<file path="config.mk">
export PLATFORM = sky130hd
export DESIGN_NAME = fir_tdm
export DESIGN_NICKNAME = d
export VERILOG_FILES = /design/src/rtl/fir_pkg.sv /design/src/rtl/fir_mac.sv /design/src/rtl/fir_tdm.sv
export SDC_FILE = /design/constraint.sdc
export NUM_CORES = 1
export LEC_CHECK = 0
export CORE_AREA = 4 4 153 140
export DETAILED_ROUTE_END_ITERATION = 7
export DIE_AREA = 0 0 157 144
export GPL_ROUTABILITY_DRIVEN = 0
export MAX_ROUTING_LAYER = met4
export PLACE_DENSITY = 0.83
export SYNTH_ARGS = -nofsm -noshare
export SYNTH_HDL_FRONTEND = slang
export SYNTH_SLANG_ARGS = --single-unit
</file>
<file path="constraint.sdc">
create_clock -name clk -period 19.2 [get_ports clk]
set_input_delay 1.92 -clock clk [delete_from_list [all_inputs] [get_ports clk]]
set_output_delay 1.92 -clock clk [all_outputs]
set_load 0.01 [all_outputs]
</file>
<file path="src/rtl/fir_pkg.sv">
// fir_pkg: shared state encoding and arithmetic helpers for the time-multiplexed FIR
package fir_pkg;
  localparam int WIDE_W = 64;
  typedef enum logic [1:0] {IDLE, MAC, OUT} state_t;
  function automatic int acc_width(input int data_w, input int coef_w, input int taps);
    return data_w + coef_w + $clog2(taps);
  endfunction
  // (2^sh)>>>1 is the half-LSB rounding term and collapses to zero when sh is zero
  function automatic logic signed [WIDE_W-1:0] rnd_shift(input logic signed [WIDE_W-1:0] v, input int sh);
    return (v + ((64'sd1 <<< sh) >>> 1)) >>> sh;
  endfunction
  function automatic logic signed [WIDE_W-1:0] sat(input logic signed [WIDE_W-1:0] v, input int w);
    logic signed [WIDE_W-1:0] hi, lo;
    hi = (64'sd1 <<< (w - 1)) - 64'sd1;
    lo = -hi - 64'sd1;
    return v > hi ? hi : v < lo ? lo : v;
  endfunction
endpackage

</file>
<file path="src/rtl/fir_mac.sv">
// fir_mac: registered signed multiply-accumulate; acc_o already includes the current product
module fir_mac #(
  parameter int A_W   = 8,
  parameter int B_W   = 8,
  parameter int ACC_W = 19
) (
  input  logic                    clk,
  input  logic                    reset,
  input  logic                    clr_i,
  input  logic                    en_i,
  input  logic signed [A_W-1:0]   a_i,
  input  logic signed [B_W-1:0]   b_i,
  output logic signed [ACC_W-1:0] acc_o
);
  logic signed [A_W+B_W-1:0] prod;
  logic signed [ACC_W-1:0]   acc_q, acc_d;
  assign prod  = a_i * b_i;
  assign acc_o = acc_q + ACC_W'(prod);
  always_comb acc_d = clr_i ? '0 : en_i ? acc_o : acc_q;
  always_ff @(posedge clk or posedge reset)
    if (reset) acc_q <= '0;
    else acc_q <= acc_d;
endmodule

</file>
<file path="src/rtl/fir_tdm.sv">
// fir_tdm: time-multiplexed FIR, one tap per clock through a shared MAC,
// with a shadow coefficient bank copied into the active bank on each accepted sample
module fir_tdm
  import fir_pkg::*;
#(
  parameter int DATA_W = 8,
  parameter int COEF_W = 8,
  parameter int TAPS   = 8,
  parameter int OUT_W  = 8,
  parameter int SHIFT  = 7
) (
  input  logic                      clk,
  input  logic                      reset,
  input  logic signed [DATA_W-1:0]  x,
  input  logic                      in_valid,
  output logic                      in_ready,
  output logic signed [OUT_W-1:0]   y,
  output logic                      out_valid,
  input  logic                      out_ready,
  input  logic                      coef_we,
  input  logic [$clog2(TAPS)-1:0]   coef_addr,
  input  logic signed [COEF_W-1:0]  coef_data
);
  localparam int ACC_W = acc_width(DATA_W, COEF_W, TAPS);
  localparam int AW    = $clog2(TAPS);
  state_t                    state_q, state_d;
  logic [AW-1:0]             k_q, k_d;
  logic signed [DATA_W-1:0]  d_q [TAPS];
  logic signed [COEF_W-1:0]  s_q [TAPS];
  logic signed [COEF_W-1:0]  c_q [TAPS];
  logic signed [OUT_W-1:0]   y_q, y_d;
  logic signed [ACC_W-1:0]   acc_nxt;
  logic signed [WIDE_W-1:0]  acc_ext;
  logic                      accept, mac_clr, mac_en, load_y;
  fir_mac #(.A_W(DATA_W), .B_W(COEF_W), .ACC_W(ACC_W)) u_mac (
    .clk   (clk),
    .reset (reset),
    .clr_i (mac_clr),
    .en_i  (mac_en),
    .a_i   (d_q[k_q]),
    .b_i   (c_q[k_q]),
    .acc_o (acc_nxt)
  );
  // y is captured on the last MAC edge so it is valid together with the OUT state
  assign acc_ext   = acc_nxt;
  assign y_d       = OUT_W'(sat(rnd_shift(acc_ext, SHIFT), OUT_W));
  assign in_ready  = state_q == IDLE;
  assign out_valid = state_q == OUT;
  assign y         = y_q;
  always_comb begin
    state_d = state_q;
    k_d     = k_q;
    accept  = 1'b0;
    mac_clr = 1'b0;
    mac_en  = 1'b0;
    load_y  = 1'b0;
    case (state_q)
      IDLE: if (in_valid) begin
        accept  = 1'b1;
        mac_clr = 1'b1;
        k_d     = '0;
        state_d = MAC;
      end
      MAC: begin
        mac_en = 1'b1;
        k_d    = k_q + 1'b1;
        if (k_q == AW'(TAPS - 1)) begin
          load_y  = 1'b1;
          state_d = OUT;
        end
      end
      OUT: state_d = out_ready ? IDLE : OUT;
      default: state_d = IDLE;
    endcase
  end
  always_ff @(posedge clk or posedge reset)
    if (reset) begin
      state_q <= IDLE;
      k_q     <= '0;
    end else begin
      state_q <= state_d;
      k_q     <= k_d;
    end
  always_ff @(posedge clk or posedge reset)
    if (reset) begin
      d_q <= '{default: '0};
      s_q <= '{default: '0};
      c_q <= '{default: '0};
      y_q <= '0;
    end else begin
      if (coef_we && 32'(coef_addr) < TAPS) s_q[coef_addr] <= coef_data;
      if (accept) begin
        d_q[0] <= x;
        for (int i = 1; i < TAPS; i++) d_q[i] <= d_q[i-1];
        c_q <= s_q;
      end
      if (load_y) y_q <= y_d;
    end
endmodule

</file>
# ---- Yosys cells after proc, flatten, opt, wreduce, memory -nomap -nowiden
# Cells that the tools add are included.
dict set report totals {
  reg_bits 224
  input_bits 24
  wordCells 74
}
dict set report op_classes {
  addsub 3
  mul 1
  n_lt_le_gt_ge 5
  eq_ne 5
  n_mux 24
  bitwise 2
  n_reduce_logical 6
}
# operator n
set op_table {}
lappend op_table {{$bwmux W64} 1}
lappend op_table {{$mux W8} 7}
lappend op_table {{$bmux W8 S3} 2}
lappend op_table {{$mux W19} 2}
lappend op_table {{$demux W8 S3} 1}
lappend op_table {{$add A19 B8 Y20 const B} 1}
lappend op_table {{$add A19 B16 Y19} 1}
lappend op_table {{$mul A8 B8 Y16} 1}
lappend op_table {{$gt A13 B8 Y1 const B} 1}
lappend op_table {{$lt A13 B8 Y1 const B} 1}
lappend op_table {{$ge A4 B4 Y1 const B} 2}
lappend op_table {{$not A3 Y4} 2}
lappend op_table {{$mux W2} 3}
lappend op_table {{$pmux W2 S3} 1}
lappend op_table {{$pmux W3 S2} 1}
lappend op_table {{$mux W1} 5}
lappend op_table {{$lt A4 B1 Y1 const B} 1}
lappend op_table {{$ne A2 B2 Y1 const B} 2}
lappend op_table {{$reduce_and A2 Y1} 2}
lappend op_table {{$reduce_bool A2 Y1} 2}
lappend op_table {{$add A3 B1 Y3 const B} 1}
lappend op_table {{$eq A3 B3 Y1 const B} 1}
lappend op_table {{$mux W3} 1}
lappend op_table {{$eq A2 B1 Y1 const B} 1}
lappend op_table {{other kinds (3)} 3}

# ---- Depth between registers and ports, before layout
dict set report depth {
  word_depth 10
  ltp_mapped 25
  mapped_depth_nobuf 21
}

# ---- Hierarchy
# From an unflattened synthesis, not the netlist that was laid out.
dict set report hier_totals {
  hier_cells 1247
  hier_area_um2 13173.9
}
# module n_inst cells_each area_per_inst_um2
set modules_own_cells {}
lappend modules_own_cells {fir_tdm 1 839 9017.4}
lappend modules_own_cells {fir_mac 1 408 4156.5}

# ---- Worst setup path after synthesis
# No wires, ideal clock.
dict set report synth_timing {
  kind {register -> register}
  start {register k_q[0]}
  end {register y_q[1], in the netlist y[1]}
  arrival_time_ns 7.191
  path_slack_ns 11.922
  path_stages_with_launch 23
  n_path_buf 3
  synth_period_minus_slack_ns 7.278
  path_cell_list {dfrtp_1 > clkbuf_1 > buf_1 > mux4_2 > mux2i_1 > inv_1 > nand2_1 > fa_1 > fa_1 > inv_1 > fa_1 > fa_1 > fa_1 > ha_1 > a21o_1 > a221oi_2 > nand3_2 > and3_4 > buf_6 > or3b_4 > a2111oi_4 > nor3_2 > o211ai_1}
}
dict set report synth_via {
  elab_chain_len 10
}
# element line
set synth_lines {}
lappend synth_lines {{start: declaration} fir_tdm.sv:27} ;# logic [AW-1:0] k_q, k_d;
lappend synth_lines {{start signal: assignment} fir_tdm.sv:82} ;# k_q <= k_d;
lappend synth_lines {{$not A3 Y4 (implied by the code)} {fir_tdm.sv:40, fir_tdm.sv:41}}
lappend synth_lines {{$bmux W8 S3, on equally long branches} {fir_tdm.sv:40, fir_tdm.sv:41}}
lappend synth_lines {{$mux W8, on equally long branches (2 in series)} {fir_tdm.sv:40, fir_tdm.sv:41}}
lappend synth_lines {{$mul A8 B8 Y16} fir_mac.sv:17} ;# assign prod = a_i * b_i;
lappend synth_lines {{$add A19 B16 Y19} fir_mac.sv:18} ;# assign acc_o = acc_q + ACC_W'(prod);
lappend synth_lines {{$add A19 B8 Y20} fir_pkg.sv:10} ;# return (v + ((64'sd1 <<< sh) >>> 1)) >>> sh;
lappend synth_lines {{$lt A13 B8 Y1} fir_pkg.sv:16} ;# return v > hi ? hi : v < lo ? lo : v;
lappend synth_lines {{$mux W8 (2 in series)} fir_pkg.sv:16}
lappend synth_lines {{end signal: assignment} fir_tdm.sv:97} ;# if (load_y) y_q <= y_d;
lappend synth_lines {{end: declaration} fir_tdm.sv:31} ;# logic signed [OUT_W-1:0] y_q, y_d;
# Parallel ways exist; a longest one is shown, timed or not. The select of a mux whose other input is x is not followed.
# A chain may end at the register's enable or synchronous reset.

# ---- Worst setup path in the final report
dict set report layout_timing {
  start {register k_q[1]}
  end {register y_q[3], in the netlist y[3]}
}
# Same word-level chain as after synthesis.

==> run_results.csv <==
group,metric,value,unit
status,run_status,"completed",
timing,post_route_worst_hold_slack,0.461,ns
logic_synthesis,count_of_unique_library_cells_instantiated_by_yosys,64,
timing,fin_tns_setup,0,ns
setup_path,timing.setup.critical_path_class,"reg -> reg",
floorplan,initial_core_util,67.4,%
logic_synthesis,synthesis.nets,1460,
setup_path,timing.critical_path.buf_inv,3,
logic_synthesis,postSynth.asyncResetShare,100,%
setup_path,critical-path-slowest-cell,"sky130_fd_sc_hd__dfrtp_1",
floorplan,die_h,144,microns
timing,timing.final.crit_share,40.8,%
floorplan,die_width,157,microns
final_layout,nets,1473,
logic_synthesis,fraction_of_synthesized_cell_area_taken_by_the_top_area_cell_type,42.0,%
logic_synthesis,ys_dominant_reg_cell,"sky130_fd_sc_hd__dfrtp_1",
placed_design,pre_cts_slack,11.53,ns
final_layout,finalNonFillerCells,1590,
placed_design,placed_cells,1547,
routing,drt-initial-drc-count,798,
logic_synthesis,syn-cell-area,13400,sq um
timing,fmaxAchievable,128,MHz
setup_path,worstPathArrival,8.29,ns
floorplan,num_rows,49,
routing,drt-total-wl,28400,microns
timing,rsz0062_at_grt,"no",
timing,hold_violations,0,
logic_synthesis,yosys-top-cells-count,"sky130_fd_sc_hd__nand2_1, sky130_fd_sc_hd__dfrtp_1, sky130_fd_sc_hd__inv_1, sky130_fd_sc_hd__fa_1, sky130_fd_sc_hd__mux2_2",
clock_network,tritoncts.num_buffers,24,
timing,fin_crit,7.84,ns
logic_synthesis,avgSynthCellArea,10.2,sq um
logic_synthesis,yosysMostFrequentCell,"sky130_fd_sc_hd__nand2_1",
setup_path,slowest_delay,0.74,ns
timing,timing.final.ws_setup,11.36,ns
logic_synthesis,cells_after_synth,1305,
global_route,largest_net_degree_at_the_start_of_global_routing,104,
final_layout,synthToLayoutAreaGrowth,9.86,%
setup_path,timing.critical_path.cells,"buf_4 -> mux4_2 -> mux2i_1 -> nor2_1 -> fa_1 -> inv_1 -> fa_1 -> inv_1 -> fa_1 -> fa_1 -> ha_1 -> ha_1 -> a21oi_1 -> o22ai_1 -> nor3_1 -> nor3_1 -> nand4b_1 -> or4_1 -> a211o_1 -> o211ai_1",
routing,drt.antenna.violating_nets,0,
min_path,hold_crit_path_type,"reg -> reg",
logic_synthesis,synth.ff_latch_count,224,
final_layout,drive_gt1_share,13.5,%
routing,drt-wirelength-per-cell,17.9,microns
routing,avgViaCountPerCell,5.87,
clock_network,number_of_h_tree_levels,1,
floorplan,core_region_area,19800,sq um
floorplan,ioPinCount,34,
global_route,grt_pass1_wl,49200,microns
clock_network,insertion_delay,0.53,ns
timing,finalSetupViolations,0,
clock_network,max-clock-path-buffers,3,
logic_synthesis,seq_area_frac_synth,42.0,%
clock_network,ctsRootBufferMaster,"sky130_fd_sc_hd__clkbuf_16",
placed_design,place_hpwl,18900,microns
setup_path,startpoint_class,"flip-flop",
setup_path,cp_top_family,"adder cells",
routing,drt_drc_violations_left,0,
global_route,number_of_global_route_vias_before_repair,9748,
timing,timing.max_slew.rel_slack,27.5,%
timing,worst_clock_skew,0.0114,ns
setup_path,worstPathRequired,19.65,ns
routing,drt_pass1_iterations,6,
clock_network,tritoncts_clock_tree,"built",
placed_design,quantity_of_i_o_buffers_inserted_on_ports,33,
logic_synthesis,yosys_warnings,0,
clock_network,clock_sinks,224,
clock_network,cts.repair_timing.setup_buffer_count,0,
timing,slew_viol_final,0,
logic_synthesis,synth.area.top_cells,"sky130_fd_sc_hd__dfrtp_1, sky130_fd_sc_hd__fa_1, sky130_fd_sc_hd__nand2_1, sky130_fd_sc_hd__mux2_2, sky130_fd_sc_hd__mux4_2",
clock_network,ctsHoldBuffers,0,
setup_path,path_common_cell,"sky130_fd_sc_hd__fa_1",
clock_network,postCtsResizedCells,0,
timing,tightestPinTransition,1.09,ns
setup_path,crit_path_end_kind,"flip-flop",
global_route,overall_fraction_of_global_route_tracks_in_use,27.9,%
run,timing.max_cap.violations,0,
routing,num_vias,9340,
setup_path,critical_path_peak_fanout,22,
logic_synthesis,synth_edf_count,0,
global_route,globalRoute.totalOverflow,0,
logic_synthesis,synthDominantAreaCellType,"sky130_fd_sc_hd__dfrtp_1",
floorplan,fp.dieArea,22600,sq um
final_layout,antenna_cells_inserted,0,
global_route,grt_antenna_before_repair,0,
clock_network,clkTransAtPathRegs,0.06,ns
-- worst register-to-register path, cell delays in order, from the launching register on --
cell and delay (ns):
sky130_fd_sc_hd__dfrtp_1 0.74, sky130_fd_sc_hd__buf_4 0.43, sky130_fd_sc_hd__mux4_2 0.36, sky130_fd_sc_hd__mux2i_1 0.63, sky130_fd_sc_hd__nor2_1 0.27, sky130_fd_sc_hd__fa_1 0.59, sky130_fd_sc_hd__inv_1 0.14, sky130_fd_sc_hd__fa_1 0.55
sky130_fd_sc_hd__inv_1 0.06, sky130_fd_sc_hd__fa_1 0.52, sky130_fd_sc_hd__fa_1 0.50, sky130_fd_sc_hd__ha_1 0.34, sky130_fd_sc_hd__ha_1 0.42, sky130_fd_sc_hd__a21oi_1 0.33, sky130_fd_sc_hd__o22ai_1 0.17, sky130_fd_sc_hd__nor3_1 0.34
sky130_fd_sc_hd__nor3_1 0.10, sky130_fd_sc_hd__nand4b_1 0.23, sky130_fd_sc_hd__or4_1 0.54, sky130_fd_sc_hd__a211o_1 0.37, sky130_fd_sc_hd__o211ai_1 0.12
-- final cells by class --
| class | instances | area [sq um] |
|---|---|---|
| multi-input combinational | 925 | 7180 |
| sequential | 224 | 5610 |
| fill | 1345 | 5130 |
| clock buffer | 32 | 661 |
| timing repair buffer | 44 | 413 |
| inverter | 99 | 379 |
| tap | 255 | 319 |
| clock inverter | 11 | 115 |
-- layout by cell type (no fill, tap or decap), drive strengths merged, types with 3 or more instances in the layout --
cell type	synthesis	routed
a211oi	4	4
a21o	6	6
a21oi	12	12
and2	3	3
and3	5	5
buf	9	11
clkbuf	48	32
clkdlybuf4s50	0	33
clkinv	0	9
dfrtp	224	224
fa	84	84
ha	47	47
inv	99	99
mux2	68	68
mux2i	19	19
mux4	32	32
nand2	436	436
nand2b	17	17
nand3	17	17
nand4	6	6
nand4b	4	4
nor2	57	57
nor2b	9	9
nor3	7	7
nor3b	3	3
o211ai	11	11
o21ai	23	23
o31ai	8	8
xnor2	17	17
xor2	5	5
-- layer usage --
layer	up-vias	track usage, %	routed length, microns
met2	305	43.9	13800
met1	4726	39.6	12400
li1	4253	-	-
met4	0	6.16	608
met3	56	3.95	1660
met5	-	-	0
-- cells by family (layout without fill, tap and decap cells) --
group,count (synthesis),count (layout),synth area share [%]
buffers and inverters,156,186,4.52
AO/OA/AOI/OAI,80,80,4.48
flip-flops,224,224,42.0
AND/OR/NAND/NOR,573,573,17.8
adder cells (fa/ha/maj),131,131,17.0
multiplexers,119,119,12.6
XOR/XNOR,22,22,1.64
-- per-stage QoR --
step / instance area (sq um) / utilization [%]
after floorplan: 13400 / -
after global placement: 13900 / 70.2
after detailed placement: 13900 / 70.2
after CTS: 14700 / 74.1
after global routing: 14700 / 74.1
final: 14700 / 74.1
-- registers in the layout, summed over array words and instances (netlist names) --
| name | count |
|---|---|
| s_q | 64 |
| d_q | 64 |
| c_q | 64 |
| state_q | 2 |
| y | 8 |
| u_mac.acc_q | 19 |
| k_q | 3 |
-- worst paths after layout --
| path | startpoint | endpoint | slack (ns) | cells after the start |
|---|---|---|---|---|
| min reg2reg | s_q[14] | c_q[14] | 0.46 | 2 |
| max in group asynchronous | reset | k_q[0] | 15.95 | 3 |
| max reg2reg | k_q[1] | y[3] | 11.36 | 20 |
| max | k_q[1] | y[3] | 11.36 | 20 |
| min | s_q[14] | c_q[14] | 0.46 | 2 |
| min in group asynchronous | reset | s_q[33] | 1.91 | 2 |
Power is left out: the tool's default activity adds up to more than one toggle a clock period on the data nets, which glitch-free logic cannot reach.
==> variant 1, RTL diff (config.mk and constraints unchanged) <==
`SHIFT`: 7 -> 3.
--- a/src/rtl/fir_tdm.sv
+++ b/src/rtl/fir_tdm.sv
@@ -9,3 +9,3 @@
   parameter int OUT_W  = 8,
-  parameter int SHIFT  = 7
+  parameter int SHIFT  = 3
 ) (
Formal check against the unedited RTL: no difference found for any inputs over 10 cycles, from zero or initial values and one cycle with reset high; that may be too few to reach the edited logic, so the function may still have changed.
==> variant 1 against the unedited design <==
Design area fell by 0.67%; critical path type unchanged; core utilization down 0.49 points; setup slack lost 360 ps; sequential cell count stayed put; area after synthesis fell by 0.16%; wire length hardly changed.
Power is left out: the tool's default activity adds up to more than one toggle a clock period on the data nets, which glitch-free logic cannot reach.
==> variant 1: results (changes against the unedited design) <==
Iteration-0 DRC Markers=810 (+1.5%); CTS Buf Count=23 (-4.2%); H-tree Lvls=1 (unchanged); Worst-Skew Late Latency=530 ps (about the same); Slew HR=24.54% (-3.0 points); CP max FO=35 (+59%); post-synth net total=1,444 (-1.1%); WL/cell=18.10 um (+1.2%); share of cells above drive strength 1=13.44% (-0.044 points); Clock Skew=17.56 ps (+6.194 ps); top cell type's share of synthesized area=42.04% (+0.067 points); number of antenna diodes=0 (unchanged); largest net degree at the start of global routing=148 (+42%); Cell variety after synth=66 (+3.1%); Hold Crit Class=flop to flop; commonest cells in the netlist=nand2_1, dfrtp_1, inv_1; Max stage delay on crit path=690 ps (-50 ps); Worst path slowest cell=or4_2; status=finished clean; antenna violations before repair=0 (unchanged); Vias=9,139 (-2.2%); Post-synth top flop=dfrtp_1; dpl hpwl=19,350 um (+2.3%); Yosys warnings=0 (unchanged); vias in the first global route=9,382 (-3.8%); ANT nets after route=0 (unchanged); first-pass GRT wire length=48,020 um (-2.3%); sequential fraction of the synthesis area=42.04% (+0.067 points); worst endpoint data arrival time=8620 ps (+330 ps); top cells by area, synth=dfrtp_1, fa_1, nand2_1; clock root buffer master=clkbuf_16; CP top delay family=adder cells; Nets=1,460 (-0.88%); Post-synth ARST share=100.0% (unchanged); post-CTS sizing=0 (unchanged); drt pass-1 iters=5 (-1); postcts setup bufs=0 (unchanged); input/output buffers=33 (unchanged); worst slack, placed=11,060 ps (-466.2 ps); All-Layer GR Usage=27.66% (-0.20 points); clock transition at the registers of the reported paths=70 ps
variant 1: changes by cell type in the layout (fill, tap and decap cells not counted), moves of 3 or more:
cell and delta:
a21o_1 -3, mux2i_1 -3, nor2_1 -9, o21ai_1 -3
nand2_1 -9, xnor2_1 -3, inv_1 -3, nand3_2 -3
a31oi_1 +5, nand3b_1 +3, nand3_1 +9, o21ai_0 +3
variant 1: path summary, 6_finish.rpt:
kind	from	to	slack, ps	depth (start not counted)
min in group asynchronous	reset	d_q[43]	1980	2
min	s_q[21]	c_q[21]	460	2
min reg2reg	s_q[21]	c_q[21]	460	2
max reg2reg	k_q[0]	y[7]	11000	20
max in group asynchronous	reset	s_q[48]	15610	3
max	k_q[0]	y[7]	11000	20
variant 1: cell families after synthesis:
logic type / Yosys count / synth area share [%]
compound gates: 75 / 4.523
xor+xnor: 21 / 1.576
fa+ha+maj: 131 / 17.02
buf+inv: 148 / 4.194
flops: 224 / 42.04
mux: 116 / 12.35
simple gates: 574 / 18.30
variant 1: metrics by stage:
stage | cell area [um^2] | std cells | hold WS [ps]
after floorplan | 13330 | 1289 | 433.1
after global placement | 13890 | 1535 | 441.5
after detailed placement | 13890 | 1535 | 447.5
after CTS | 14580 | 1572 | 462.4
after global routing | 14580 | 1572 | 475.0
final | 14580 | 1572 | 461.5
variant 1: per-layer routing:
metal  track usage (%)  up-vias  part of all wire (%)
met3             5.865       61                   7.4
met5                 -        -                     0
met2             41.67      290                    46
met4             7.123        0                   2.8
met1             39.26     4567                    44
li1                  -     4221                     -
variant 1: worst reg2reg max path, delay by kind of cell (launching register included):
kind / cells / cell delay, ps
DFF: 1 / 340
AOI/OAI and AO/OA: 2 / 700
adders and majority gates: 6 / 2750
and+or+nand+nor: 6 / 1980
buffers and inverters: 3 / 840
muxes: 3 / 1460
variant 1: final cells by class:
| cell class | count | area, um^2 |
|---|---|---|
| clock inverters | 7 | 55.05 |
| well taps | 255 | 319.1 |
| flip-flops and latches | 224 | 5607 |
| inverters | 96 | 367.9 |
| repair buffers | 43 | 405.4 |
| clock buffers | 30 | 631.9 |
| fillers | 1313 | 5228 |
| multi-input cells | 917 | 7189 |
==> variant 2, RTL diff (config.mk and constraints unchanged) <==
Without the edit above. Make the reset (`reset`) synchronous in 3 clocked blocks.
--- a/src/rtl/fir_mac.sv
+++ b/src/rtl/fir_mac.sv
@@ -19,3 +19,3 @@
   always_comb acc_d = clr_i ? '0 : en_i ? acc_o : acc_q;
-  always_ff @(posedge clk or posedge reset)
+  always_ff @(posedge clk)
     if (reset) acc_q <= '0;
--- a/src/rtl/fir_tdm.sv
+++ b/src/rtl/fir_tdm.sv
@@ -75,3 +75,3 @@
   end
-  always_ff @(posedge clk or posedge reset)
+  always_ff @(posedge clk)
     if (reset) begin
@@ -83,3 +83,3 @@
     end
-  always_ff @(posedge clk or posedge reset)
+  always_ff @(posedge clk)
     if (reset) begin
Formal check against the unedited RTL: differs if reset is asserted again (counterexample within 4 cycles, from zero or initial values and one cycle with reset high); with reset held inactive, the same outputs for 10 cycles.
==> variant 2 against the unedited design <==
Area after synthesis shrank 4.9%; sequential share of layout area shrank 6.0 points; critical endpoint is now y[2]; first-iteration DRC count grew 30%; design area shrank 5.1%; critical path depth grew 2; core utilization shrank 3.8 points; setup slack lost 680 ps; sequential cell count is the same; highest routed layer unchanged; wire length grew 4.8%; fmax shrank 8.0%.
Power is left out: it rests on default switching activity, and per cell area and clock period it moved more than threefold.
==> variant 2: results (changes against the unedited design) <==
status=finished clean; Layout clock buffers=31 (-3.1%); FF+latch count=224 (unchanged); first-pass GRT wire length=49,290 um (+0.25%); Nets=1,635 (+11%); All-Layer GR Usage=27.62% (-0.24 points); Layout clock area frac=5.948% (+0.66 points); share of cells above drive strength 1=7.877% (-5.6 points); CP max FO=20 (-9.1%); R2R cell count=22 (+10%); R2R setup slack=10,680 ps (-680 ps); Clock Skew=19.18 ps (+7.815 ps); Post-synth ARST share=0% (-100 points); WL final=29,790 um (+4.8%); hold path endpoint=c_q[10]; min-delay src=c_q[10]; Vias=10,366 (+11%); worst endpoint data arrival time=8960 ps (+670 ps); nonclk buf count=42 (-4.5%); Iteration-0 DRC Markers=1,034 (+30%); vias in the first global route=9,782 (+0.35%); top cells by area, synth=dfxtp_1, fa_1, nand2_1; crit path launch=k_q[1]; Slew HR=13.58% (-14 points); reg2reg end=y[2]; fillcell total=1,479 (+10%); Cell variety after synth=69 (+7.8%); Data buffer area share=2.866% (+0.052 points); Worst path slowest cell=nor2_1; Logic inverters=102 (+3.0%); multi-input gates=1,086 (+17%); Seq. cell area=4486 um^2 (-20%); Max stage delay on crit path=1070 ps (+330 ps)
==> variant 2: logic make-up after synthesis <==
kind of cell,count (synthesis),share of synthesized area (%)
compound gates,289,13.50
xor+xnor,18,1.241
fa+ha+maj,131,17.87
buf+inv,187,5.616
flops,224,35.31
mux,49,7.035
simple gates,599,19.42
==> variant 2: routing by layer <==
layer  up-vias  routed length [um]  part of all wire [%]  track usage (%)
met1      4990               12960                    44            40.07
li1       4905                   -                     -                -
met2       401               13840                    46            42.07
met3        70                2203                   7.4            3.142
met5         -                   0                     0                -
met4         0                 783                   2.6            6.849
==> variant 2: through the flow <==
stage	worst slack [ps]	hold slack [ps]	util, %	instance area [um^2]	std cells
3_5_place_dp	10730	443.8	66.14	13100	1709
5_1_grt	10150	461.4	70.32	13930	1753
3_3_place_gp	11020	436.8	66.14	13100	1709
2_1_floorplan	11510	432.1	-	12700	1497
6_report	10680	452.2	70.32	13930	1753
4_1_cts	10700	451.8	70.32	13930	1753
